[config.mk]
export PLATFORM = sky130hd
export DESIGN_NAME = uart_tx32
export DESIGN_NICKNAME = d
export VERILOG_FILES = /design/src/rtl/rsa_uart_pkg.sv /design/src/rtl/uart_bit_timer.sv /design/src/rtl/uart_tx32.sv
export SDC_FILE = /design/constraint.sdc
export NUM_CORES = 1
export LEC_CHECK = 0
export CORE_UTILIZATION = 45
export CTS_BUF_LIST = sky130_fd_sc_hd__clkbuf_8
export CTS_CLUSTER_SIZE = 24
export DETAILED_ROUTE_END_ITERATION = 12
export PLACE_DENSITY = 0.73
export SLEW_MARGIN = 15
export SYNTH_ARGS = -nofsm -noshare
export SYNTH_HDL_FRONTEND = slang
export SYNTH_HIERARCHICAL = 1
export SYNTH_SLANG_ARGS = --single-unit
[constraint.sdc]
create_clock -name clk -period 2.1 [get_ports clk]
set_clock_uncertainty 0.1 [all_clocks]
set_input_delay 0.42 -clock clk [delete_from_list [all_inputs] [get_ports clk]]
set_output_delay 0.42 -clock clk [all_outputs]
set_load 0.01 [all_outputs]
[src/rtl/rsa_uart_pkg.sv]
// -----------------------------------------------------------------------------
// rsa_uart_pkg
// Shared definitions for the RSA host UART path (transmitter now, receiver
// later): FSM state encoding, default bit period and 8N1 frame constants.
// -----------------------------------------------------------------------------
package rsa_uart_pkg;

  // 100 MHz system clock / 115200 baud.
  localparam int unsigned CLKS_PER_BIT_DEFAULT = 868;

  // 8N1 frame: one start bit, eight data bits, one stop bit.
  localparam int unsigned START_BITS = 1;
  localparam int unsigned DATA_BITS  = 8;
  localparam int unsigned STOP_BITS  = 1;
  localparam int unsigned FRAME_BITS = START_BITS + DATA_BITS + STOP_BITS;

  // Width of an index that addresses one data bit within a byte.
  localparam int unsigned BIT_IDX_W = $clog2(DATA_BITS);

  // Serial FSM state encoding, shared with the future receiver.
  typedef logic [1:0] uart_state_t;
  localparam logic [1:0] ST_IDLE  = 2'd0;
  localparam logic [1:0] ST_START = 2'd1;
  localparam logic [1:0] ST_DATA  = 2'd2;
  localparam logic [1:0] ST_STOP  = 2'd3;

  // Clock cycles needed to send a complete multi-byte word.
  function automatic int unsigned word_cycles(input int unsigned clks_per_bit,
                                              input int unsigned num_bytes);
    return FRAME_BITS * num_bytes * clks_per_bit;
  endfunction

endpackage : rsa_uart_pkg

[src/rtl/uart_bit_timer.sv]
// -----------------------------------------------------------------------------
// uart_bit_timer
// Free-running bit-period counter for the UART. Counts 0..CLKS_PER_BIT-1 and
// wraps; held at zero while `clear` is high so the first bit of a word starts
// with a full period.
//
// Ports
//   clk    : system clock
//   rst_n  : asynchronous active-low reset
//   clear  : hold the counter at zero (no tick while high)
//   tick   : high in the last cycle of each bit period
// -----------------------------------------------------------------------------
module uart_bit_timer
  import rsa_uart_pkg::*;
#(
  parameter int unsigned CLKS_PER_BIT = CLKS_PER_BIT_DEFAULT
) (
  input  logic clk,
  input  logic rst_n,
  input  logic clear,
  output logic tick
);

  localparam int unsigned     CNT_W    = (CLKS_PER_BIT > 1) ? $clog2(CLKS_PER_BIT) : 1;
  localparam logic [CNT_W-1:0] CNT_LAST = CNT_W'(CLKS_PER_BIT - 1);
  localparam logic [CNT_W-1:0] CNT_ONE  = CNT_W'(1);

  logic [CNT_W-1:0] count_q;
  logic [CNT_W-1:0] count_d;

  assign tick = !clear && (count_q == CNT_LAST);

  always_comb begin
    // NOTE: every always_comb output gets a default first so no path leaves it
    // unassigned, which would otherwise infer a latch.
    count_d = count_q + CNT_ONE;
    if (clear || tick) begin
      count_d = '0;
    end
  end

  always_ff @(posedge clk or negedge rst_n) begin
    if (!rst_n) begin
      count_q <= '0;
    end else begin
      count_q <= count_d;
    end
  end

endmodule : uart_bit_timer

[src/rtl/uart_tx32.sv]
// -----------------------------------------------------------------------------
// uart_tx32
// Sends a multi-byte RSA result word to the host as back-to-back 8N1 frames,
// least-significant byte first, each byte LSB first.
//
// Ports
//   clk      : system clock, all state on the rising edge
//   reset    : asynchronous active-low reset
//   tx_start : request strobe, sampled only while idle
//   tx_data  : word to send, latched when tx_start is accepted
//   uart_txd : registered serial line, idles high
//   busy     : high from the cycle after acceptance until the last stop bit ends
//   done     : one-cycle pulse when the word has been sent
// -----------------------------------------------------------------------------
module uart_tx32
  import rsa_uart_pkg::*;
#(
  parameter int unsigned CLKS_PER_BIT = CLKS_PER_BIT_DEFAULT,
  parameter int unsigned NUM_BYTES    = 4
) (
  input  logic                   clk,
  input  logic                   reset,
  input  logic                   tx_start,
  input  logic [8*NUM_BYTES-1:0] tx_data,
  output logic                   uart_txd,
  output logic                   busy,
  output logic                   done
);

  localparam int unsigned DATA_W = DATA_BITS * NUM_BYTES;
  localparam int unsigned BYTE_W = (NUM_BYTES > 1) ? $clog2(NUM_BYTES) : 1;
  localparam int unsigned SEL_W  = BYTE_W + BIT_IDX_W;

  localparam logic [BYTE_W-1:0]    LAST_BYTE = BYTE_W'(NUM_BYTES - 1);
  localparam logic [BYTE_W-1:0]    BYTE_ONE  = BYTE_W'(1);
  localparam logic [BIT_IDX_W-1:0] LAST_BIT  = BIT_IDX_W'(DATA_BITS - 1);
  localparam logic [BIT_IDX_W-1:0] BIT_ONE   = BIT_IDX_W'(1);

  uart_state_t          state_q, state_d;
  logic [BIT_IDX_W-1:0] bit_idx_q, bit_idx_d;
  logic [BYTE_W-1:0]    byte_idx_q, byte_idx_d;
  logic [DATA_W-1:0]    shift_q, shift_d;
  logic                 txd_q, txd_d;
  logic                 busy_q, busy_d;
  logic                 done_q, done_d;

  logic                 timer_clear;
  logic                 tick;
  logic [BIT_IDX_W-1:0] bit_idx_inc;
  logic [SEL_W-1:0]     first_sel;
  logic [SEL_W-1:0]     next_sel;

  // The timer sits at zero while idle, so the start bit gets a full period
  // beginning in the cycle after acceptance.
  assign timer_clear = (state_q == ST_IDLE);

  uart_bit_timer #(
    .CLKS_PER_BIT(CLKS_PER_BIT)
  ) u_bit_timer (
    .clk  (clk),
    .rst_n(reset),
    .clear(timer_clear),
    .tick (tick)
  );

  // Bit position within the latched word is {byte, bit} = 8*byte + bit,
  // because a byte holds exactly 2**BIT_IDX_W data bits.
  assign bit_idx_inc = bit_idx_q + BIT_ONE;
  assign first_sel   = {byte_idx_q, {BIT_IDX_W{1'b0}}};
  assign next_sel    = {byte_idx_q, bit_idx_inc};

  // The line value is computed for the *next* state and registered, so
  // uart_txd comes straight from a flop and changes exactly at the bit edge.
  always_comb begin
    state_d    = state_q;
    bit_idx_d  = bit_idx_q;
    byte_idx_d = byte_idx_q;
    shift_d    = shift_q;
    txd_d      = txd_q;
    busy_d     = busy_q;
    done_d     = 1'b0;

    case (state_q)
      ST_IDLE: begin
        txd_d  = 1'b1;
        busy_d = 1'b0;
        if (tx_start) begin
          shift_d    = tx_data;
          byte_idx_d = '0;
          bit_idx_d  = '0;
          state_d    = ST_START;
          txd_d      = 1'b0;
          busy_d     = 1'b1;
        end
      end

      ST_START: begin
        if (tick) begin
          state_d   = ST_DATA;
          bit_idx_d = '0;
          txd_d     = shift_q[first_sel];
        end
      end

      ST_DATA: begin
        if (tick) begin
          bit_idx_d = bit_idx_inc;
          if (bit_idx_q == LAST_BIT) begin
            state_d = ST_STOP;
            txd_d   = 1'b1;
          end else begin
            txd_d = shift_q[next_sel];
          end
        end
      end

      ST_STOP: begin
        if (tick) begin
          if (byte_idx_q < LAST_BYTE) begin
            // Next frame starts immediately: no idle bit between bytes.
            byte_idx_d = byte_idx_q + BYTE_ONE;
            state_d    = ST_START;
            txd_d      = 1'b0;
          end else begin
            state_d = ST_IDLE;
            txd_d   = 1'b1;
            busy_d  = 1'b0;
            done_d  = 1'b1;
          end
        end
      end

      default: begin
        state_d = ST_IDLE;
        txd_d   = 1'b1;
        busy_d  = 1'b0;
      end
    endcase
  end

  // The reset value of txd_q is 1, so asserting reset raises the line at once
  // and abandons any word in flight without a done pulse.
  always_ff @(posedge clk or negedge reset) begin
    if (!reset) begin
      state_q    <= ST_IDLE;
      bit_idx_q  <= '0;
      byte_idx_q <= '0;
      // NOTE: the shift register is a plain register, not a RAM, so it is
      // cleared with the rest of the state for a deterministic reset image.
      shift_q    <= '0;
      txd_q      <= 1'b1;
      busy_q     <= 1'b0;
      done_q     <= 1'b0;
    end else begin
      // NOTE: sequential state uses non-blocking assignments so every flop
      // samples the pre-edge values, independent of statement order.
      state_q    <= state_d;
      bit_idx_q  <= bit_idx_d;
      byte_idx_q <= byte_idx_d;
      shift_q    <= shift_d;
      txd_q      <= txd_d;
      busy_q     <= busy_d;
      done_q     <= done_d;
    end
  end

  assign uart_txd = txd_q;
  assign busy     = busy_q;
  assign done     = done_q;

endmodule : uart_tx32

Yosys cells after proc, flatten, opt, wreduce, memory -nomap -nowiden
Index checks and enable logic that the tools add are counted.
{"block": "word_totals", "ff_bits": 52, "inputBits": 35, "output_inout_bits": 3, "wordCells": 71}
{"block": "op_classes", "add_sub_neg": 3, "magnitude_cmp": 3, "n_eq_ne": 12, "mux": 33, "n_reduce_logical": 12}
{"cell": "$mux 2", "n": 8}
{"cell": "$mux 1", "n": 14}
{"cell": "$lt 5x6->1 const B", "n": 2}
{"cell": "$add 10x1->10 const B", "n": 1}
{"cell": "$eq 10x10->1 const B", "n": 1}
{"cell": "$mux 10", "n": 1}
{"cell": "$mux 3", "n": 3}
{"cell": "$pmux 3 s3", "n": 1}
{"cell": "$ne 2x2->1 const B", "n": 4}
{"cell": "$pmux 2 s4", "n": 1}
{"cell": "$reduce_and 4->1", "n": 2}
{"cell": "$ne 2x1->1 const B", "n": 3}
{"cell": "$reduce_and 3->1", "n": 2}
{"cell": "$bmux 1 s5", "n": 1}
{"cell": "$reduce_and 5->1", "n": 1}
{"cell": "$eq 2x2->1 const B", "n": 2}
{"cell": "$pmux 1 s4", "n": 1}
{"cell": "$pmux 2 s2", "n": 1}
{"cell": "$add 3x1->3 const B", "n": 1}
{"cell": "$eq 3x3->1 const B", "n": 1}
{"cell": "$reduce_bool 3->1", "n": 1}
{"cell": "$add 2x1->2 const B", "n": 1}
{"cell": "$bmux 1 s2", "n": 1}
{"cell": "$eq 2x1->1 const B", "n": 1}
{"cell": "other kinds (8)", "n": 8}

Longest topological paths before layout
{"block": "depth", "ltp_word": 6, "ltp_mapped": 8, "mapped_depth_nobuf": 8}

By module
The synthesis kept the hierarchy.
{"module": "uart_tx32", "instances": 1, "cells_each": 164, "area_each_um2": 2177.1, "seq_area_each_um2": 1052.3}
{"module": "uart_bit_timer", "instances": 1, "cells_each": 53, "area_each_um2": 534.3, "seq_area_each_um2": 250.2}

Least setup slack after synthesis
No wires, ideal clock.
{"block": "synth_path", "path_type": "reg-to-reg", "start": "register u_bit_timer.count_q[3]", "end": "register bit_idx_q[0]", "setup_time_ns": 0.125, "arrival_ns": 1.960, "required_ns": 1.875, "slack_ns": -0.084, "path_stages_with_launch": 7, "n_path_buf": 0, "synth_period_minus_slack_ns": 2.184, "cell_sequence": "dfrtp_1 > nor4_2 > nand4_1 > nor2_1 > nor2_1 > nor3_1 > mux2_2"}
{"block": "synth_between", "elab_chain_cells": 4, "elab_cells_between_ends": 5, "cone_classes": "eq/ne: 3; reduce/logical: 2"}
{"element": "start, declared", "line": "uart_bit_timer.sv:28", "text": "logic [CNT_W-1:0] count_q;"}
{"element": "start signal, assigned", "line": "uart_bit_timer.sv:46", "text": "count_q <= count_d;"}
{"element": "$eq 10x10->1 (*)", "line": "uart_bit_timer.sv:31", "text": "assign tick = !clear && (count_q == CNT_LAST);"}
{"element": "$logic_and 1x1->1 (*)", "line": "uart_bit_timer.sv:31"}
{"element": "named net tick", "line": "uart_tx32.sv:48", "text": "logic tick;"}
{"element": "$ne 2x1->1 (no source line)"}
{"element": "$reduce_and 4->1 (no source line) (*)"}
{"element": "end signal, assigned", "line": "uart_tx32.sv:158", "text": "bit_idx_q <= bit_idx_d;"}
{"element": "end, declared", "line": "uart_tx32.sv:40", "text": "logic [BIT_IDX_W-1:0] bit_idx_q, bit_idx_d;"}
Mark *: on every way through the listed nets, which the timed path passes. The rest lies on a longest branch.
A chain may end at the register's enable or synchronous reset.

Worst setup path after layout
{"block": "layout_path", "start": "register bit_idx_q[0]", "end": "register txd_q (netlist: uart_txd)"}
{"block": "layout_between", "elab_chain_cells": 6, "elab_cells_between_ends": 7, "cone_classes": "add/sub: 1; eq/ne: 1; mux: 5"}
{"element": "$add 3x1->3", "line": "uart_tx32.sv:68", "text": "assign bit_idx_inc = bit_idx_q + BIT_ONE;"}
{"element": "$bmux 1 s5", "line": "uart_tx32.sv:112", "text": "txd_d = shift_q[next_sel];"}
{"element": "$mux 1 (not written as such)", "line": "uart_tx32.sv:112"}
{"element": "$mux 1 (*)", "line": "uart_tx32.sv:108", "text": "if (bit_idx_q == LAST_BIT) begin"}
{"element": "$mux 1 (*)", "line": "uart_tx32.sv:106", "text": "if (tick) begin"}
{"element": "$pmux 1 s4 (*)", "line": "uart_tx32.sv:83", "text": "case (state_q)"}
{"element": "end signal, assigned", "line": "uart_tx32.sv:161", "text": "txd_q <= txd_d;"}
{"element": "end, declared", "line": "uart_tx32.sv:43", "text": "logic txd_q, txd_d;"}
Every way passes the cells marked *; elsewhere a longest branch is shown, timed or not. The select of a mux whose other input is x is not followed.

==> impl_metrics.ini <==
[outcome]
status = complete, no violations

[detailed_routing]
drc = 0
ant_nets = 0
drt-initial-drc-count = 62
via_per_inst = 5.372
vias = 1805
wirelength_um = 4998
firstDrtPassIters = 4
routedWlPerCell_um = 14.88

[floorplan]
die_h_um = 79.62
core_sq_um = 5642
start_util_pct = 48.06
num_rows = 27
ios = 38
die_x_um = 79.62
die-area_sq_um = 6339

[critical_path]
worstSetupEndpointType = flop
critPathKind = reg -> reg
critPathRequiredTime_ps = 2260
cp-start-kind = flop
critPathMaxFanout = 4
cp_data_arrival_time_ps = 2120

[sta]
tns_ps = 0
whs_ps = 406.8
fin_ws_ps = 137.4
slew_headroom_pct = 65.88
tightest_slew_ps = 511.7
finalCritPeriodShare_pct = 93.46
min_period_ps = 1963
hold_viol = 0
finalSetupViolations = 0
max_freq_mhz = 509.5
slew_violations = 0

[place]
dp.final_hpwl_um = 3691
portBuffers = 37
place_congestion = 0.7945
dp_slack_ps = 116.7

[pwr]
p_leak_uw = 0.001393
p_int_uw = 2850
switching_power_uw = 1391
p_sw_share_pct = 32.80
p_total_uw = 4240
ir_drop_mv = 0.7165
combPwrFrac_pct = 43.3
pwr-share-clk_pct = 16.1
p_seq_share_pct = 40.5
p_per_area_nw_per_um2 = 1264

[clock_tree]
cts_made_buffers = 5
clk_path_buf_depth = 2
path_clk_slew_ps = 100
htree_levels = 2
postCtsSetupRepairBufs = 0
clock_latency_ps = 310
tritoncts = done
cts-root-buf = clkbuf_8
clock-sinks = 52

[global_route]
antenna_found_initial = 0
grt_pass1_vias = 1866
grtUsageTotal_pct = 17.76
grt_remaining_overflow = 0
grt_max_degree = 35
grt_first_pass_wirelength_um = 8652

[logic_synthesis]
ys_seq_area_share_pct = 48.04
syn_avg_cell_area_sq_um = 12.49
synth_area_sq_um = 2711
synth_cells = 217
yosysWarnings = 6
synth_cell_types = 42
synth-seq-cells = 52
synth.net_count = 261

[layout]
finalNetCount = 307
areaGrowthSynthToFinish_pct = 23.77
fillCellCount = 457
register_area_sq_um = 1304
diodes = 0
drive_above_1_share_pct = 26.52
multi_input_area_sq_um = 1326

[job]
max_cap_viol_count = 0

[hold_path]
hold_path_class = reg -> reg
[power by group through the flow]
stage | Combinational, uW | Clock, uW | Sequential [uW]
2_1_floorplan | 1470 | 0 | 1640
3_3_place_gp | 1790 | 0 | 1700
3_5_place_dp | 1830 | 0 | 1720
4_1_cts | 1840 | 695 | 1700
5_1_grt | 2040 | 740 | 1770
6_report | 1840 | 684 | 1720
[placed cells by master, fill, tap and decap left out, types with 2 or more instances in the layout]
master	instances
dfrtp_1	50
clkdlybuf4s50_1	36
mux2_2	34
nor2_1	15
mux2i_1	14
buf_4	10
inv_1	9
nand2_1	8
ha_1	8
o21ai_0	7
nand3_1	5
clkbuf_8	5
a21oi_1	4
o31ai_1	4
mux4_2	4
nand2b_1	3
mux4_1	3
and2_1	3
nand4_1	3
or3_1	3
nor2b_1	2
nor3_2	2
nor3_1	2
o221ai_1	2
nor2_2	2
buf_12	2
xor2_1	2
[critical path, stage by stage (launching register included)]
cell and delay [ps]:
dfrtp_1 400, ha_1 200, ha_1 360, mux4_2 520, a31oi_1 170, a31o_1 150
[area by class of cell]
class	count	share of cell area, %
Timing Repair Buffer	50	14.62
Clock buffer	5	2.051
Tap cell	72	2.685
Clock inverter	3	1.268
Sequential cell	52	38.85
Inverter	9	1.007
Multi-Input combinational cell	145	39.52
[registers in the layout (all words and copies together), names as in the netlist]
name	flops
u_bit_timer/count_q	10
busy	1
state_q	2
byte_idx_q	2
bit_idx_q	3
shift_q	32
uart_txd	1
done	1
[final timing paths]
check                      cells past startpoint  slack (ps)                     end          from
setup reg to reg                               5         140                uart_txd  bit_idx_q[0]
min in group asynchronous                      2         510            bit_idx_q[0]         reset
max in group asynchronous                      3         850  u_bit_timer/count_q[0]         reset
setup / recovery                               5         140                uart_txd  bit_idx_q[0]
hold reg to reg                                1         410             shift_q[23]   shift_q[23]
hold / removal                                 1         410             shift_q[23]   shift_q[23]
[per-stage QoR]
stage          cells  cell area [sq um]  util, %
2_1_floorplan    217               2716        -
3_3_place_gp     327               3202    56.75
3_5_place_dp     327               3202    56.75
4_1_cts          336               3323    58.90
5_1_grt          336               3356    59.48
6_report         336               3356    59.48
[cell usage after synthesis]
master | number | area share (%)
nand3_4 | 1 | 0.65
a32oi_1 | 1 | 0.32
buf_6 | 1 | 0.42
nor3_1 | 4 | 0.74
or4_4 | 1 | 0.42
nand2_1 | 8 | 1.1
a21oi_2 | 1 | 0.32
mux2_2 | 34 | 14
nand4bb_1 | 1 | 0.42
dfrtp_1 | 51 | 47
a22oi_1 | 1 | 0.28
xnor2_1 | 1 | 0.32
or3_1 | 3 | 0.69
nor4_2 | 1 | 0.46
mux2i_1 | 14 | 5.2
o21ai_0 | 7 | 1.3
clkbuf_1 | 3 | 0.42
nor2b_1 | 2 | 0.46
mux4_2 | 4 | 3.3
buf_8 | 1 | 0.55
a31o_1 | 1 | 0.32
inv_1 | 9 | 1.2
o31ai_1 | 4 | 1.1
o2bb2ai_1 | 1 | 0.32
xor2_1 | 2 | 0.65
o32a_1 | 1 | 0.37
dfstp_2 | 1 | 0.97
and2_1 | 3 | 0.69
nand4_1 | 3 | 0.69
mux4_1 | 3 | 2.9
a21oi_1 | 4 | 0.74
clkbuf_4 | 1 | 0.28
a31oi_1 | 1 | 0.23
o221ai_1 | 2 | 0.65
buf_2 | 4 | 0.74
nand3_1 | 5 | 0.92
a41o_1 | 1 | 0.37
nor2_1 | 17 | 2.4
buf_12 | 1 | 0.74
ha_1 | 9 | 4.2
nand2b_1 | 3 | 0.69
a221oi_1 | 1 | 0.32
[metal layers]
| layer | global-route usage, % | wire, um | part of all wire, % |
|---|---|---|---|
| met4 | 5.455 | 60 | 1.2 |
| met2 | 29.49 | 2456 | 49 |
| met1 | 23.07 | 2327 | 47 |
| met5 | 0 | 0 | 0 |
| met3 | 3.886 | 154 | 3.1 |
[cells by family (layout without fill, tap and decap cells)]
kind of cell	after synthesis	count (layout)	synth area share, %
multiplexers	55	55	25.52
flip-flops	52	52	48.04
AND/OR/NAND/NOR	52	52	10.29
AO/OA/AOI/OAI	26	26	6.646
buffers and inverters	20	67	4.384
adder cells (fa/ha/maj)	9	9	4.153
XOR/XNOR	3	3	0.9693
[repair_timing]
item,in CTS,in global routing
endpoints found under the setup margin,0,6
gates resized for setup,0,7
hold buffers,1,0
hold endpoints to repair,18,0
No activity file was read; power rests on OpenSTA's default activity.
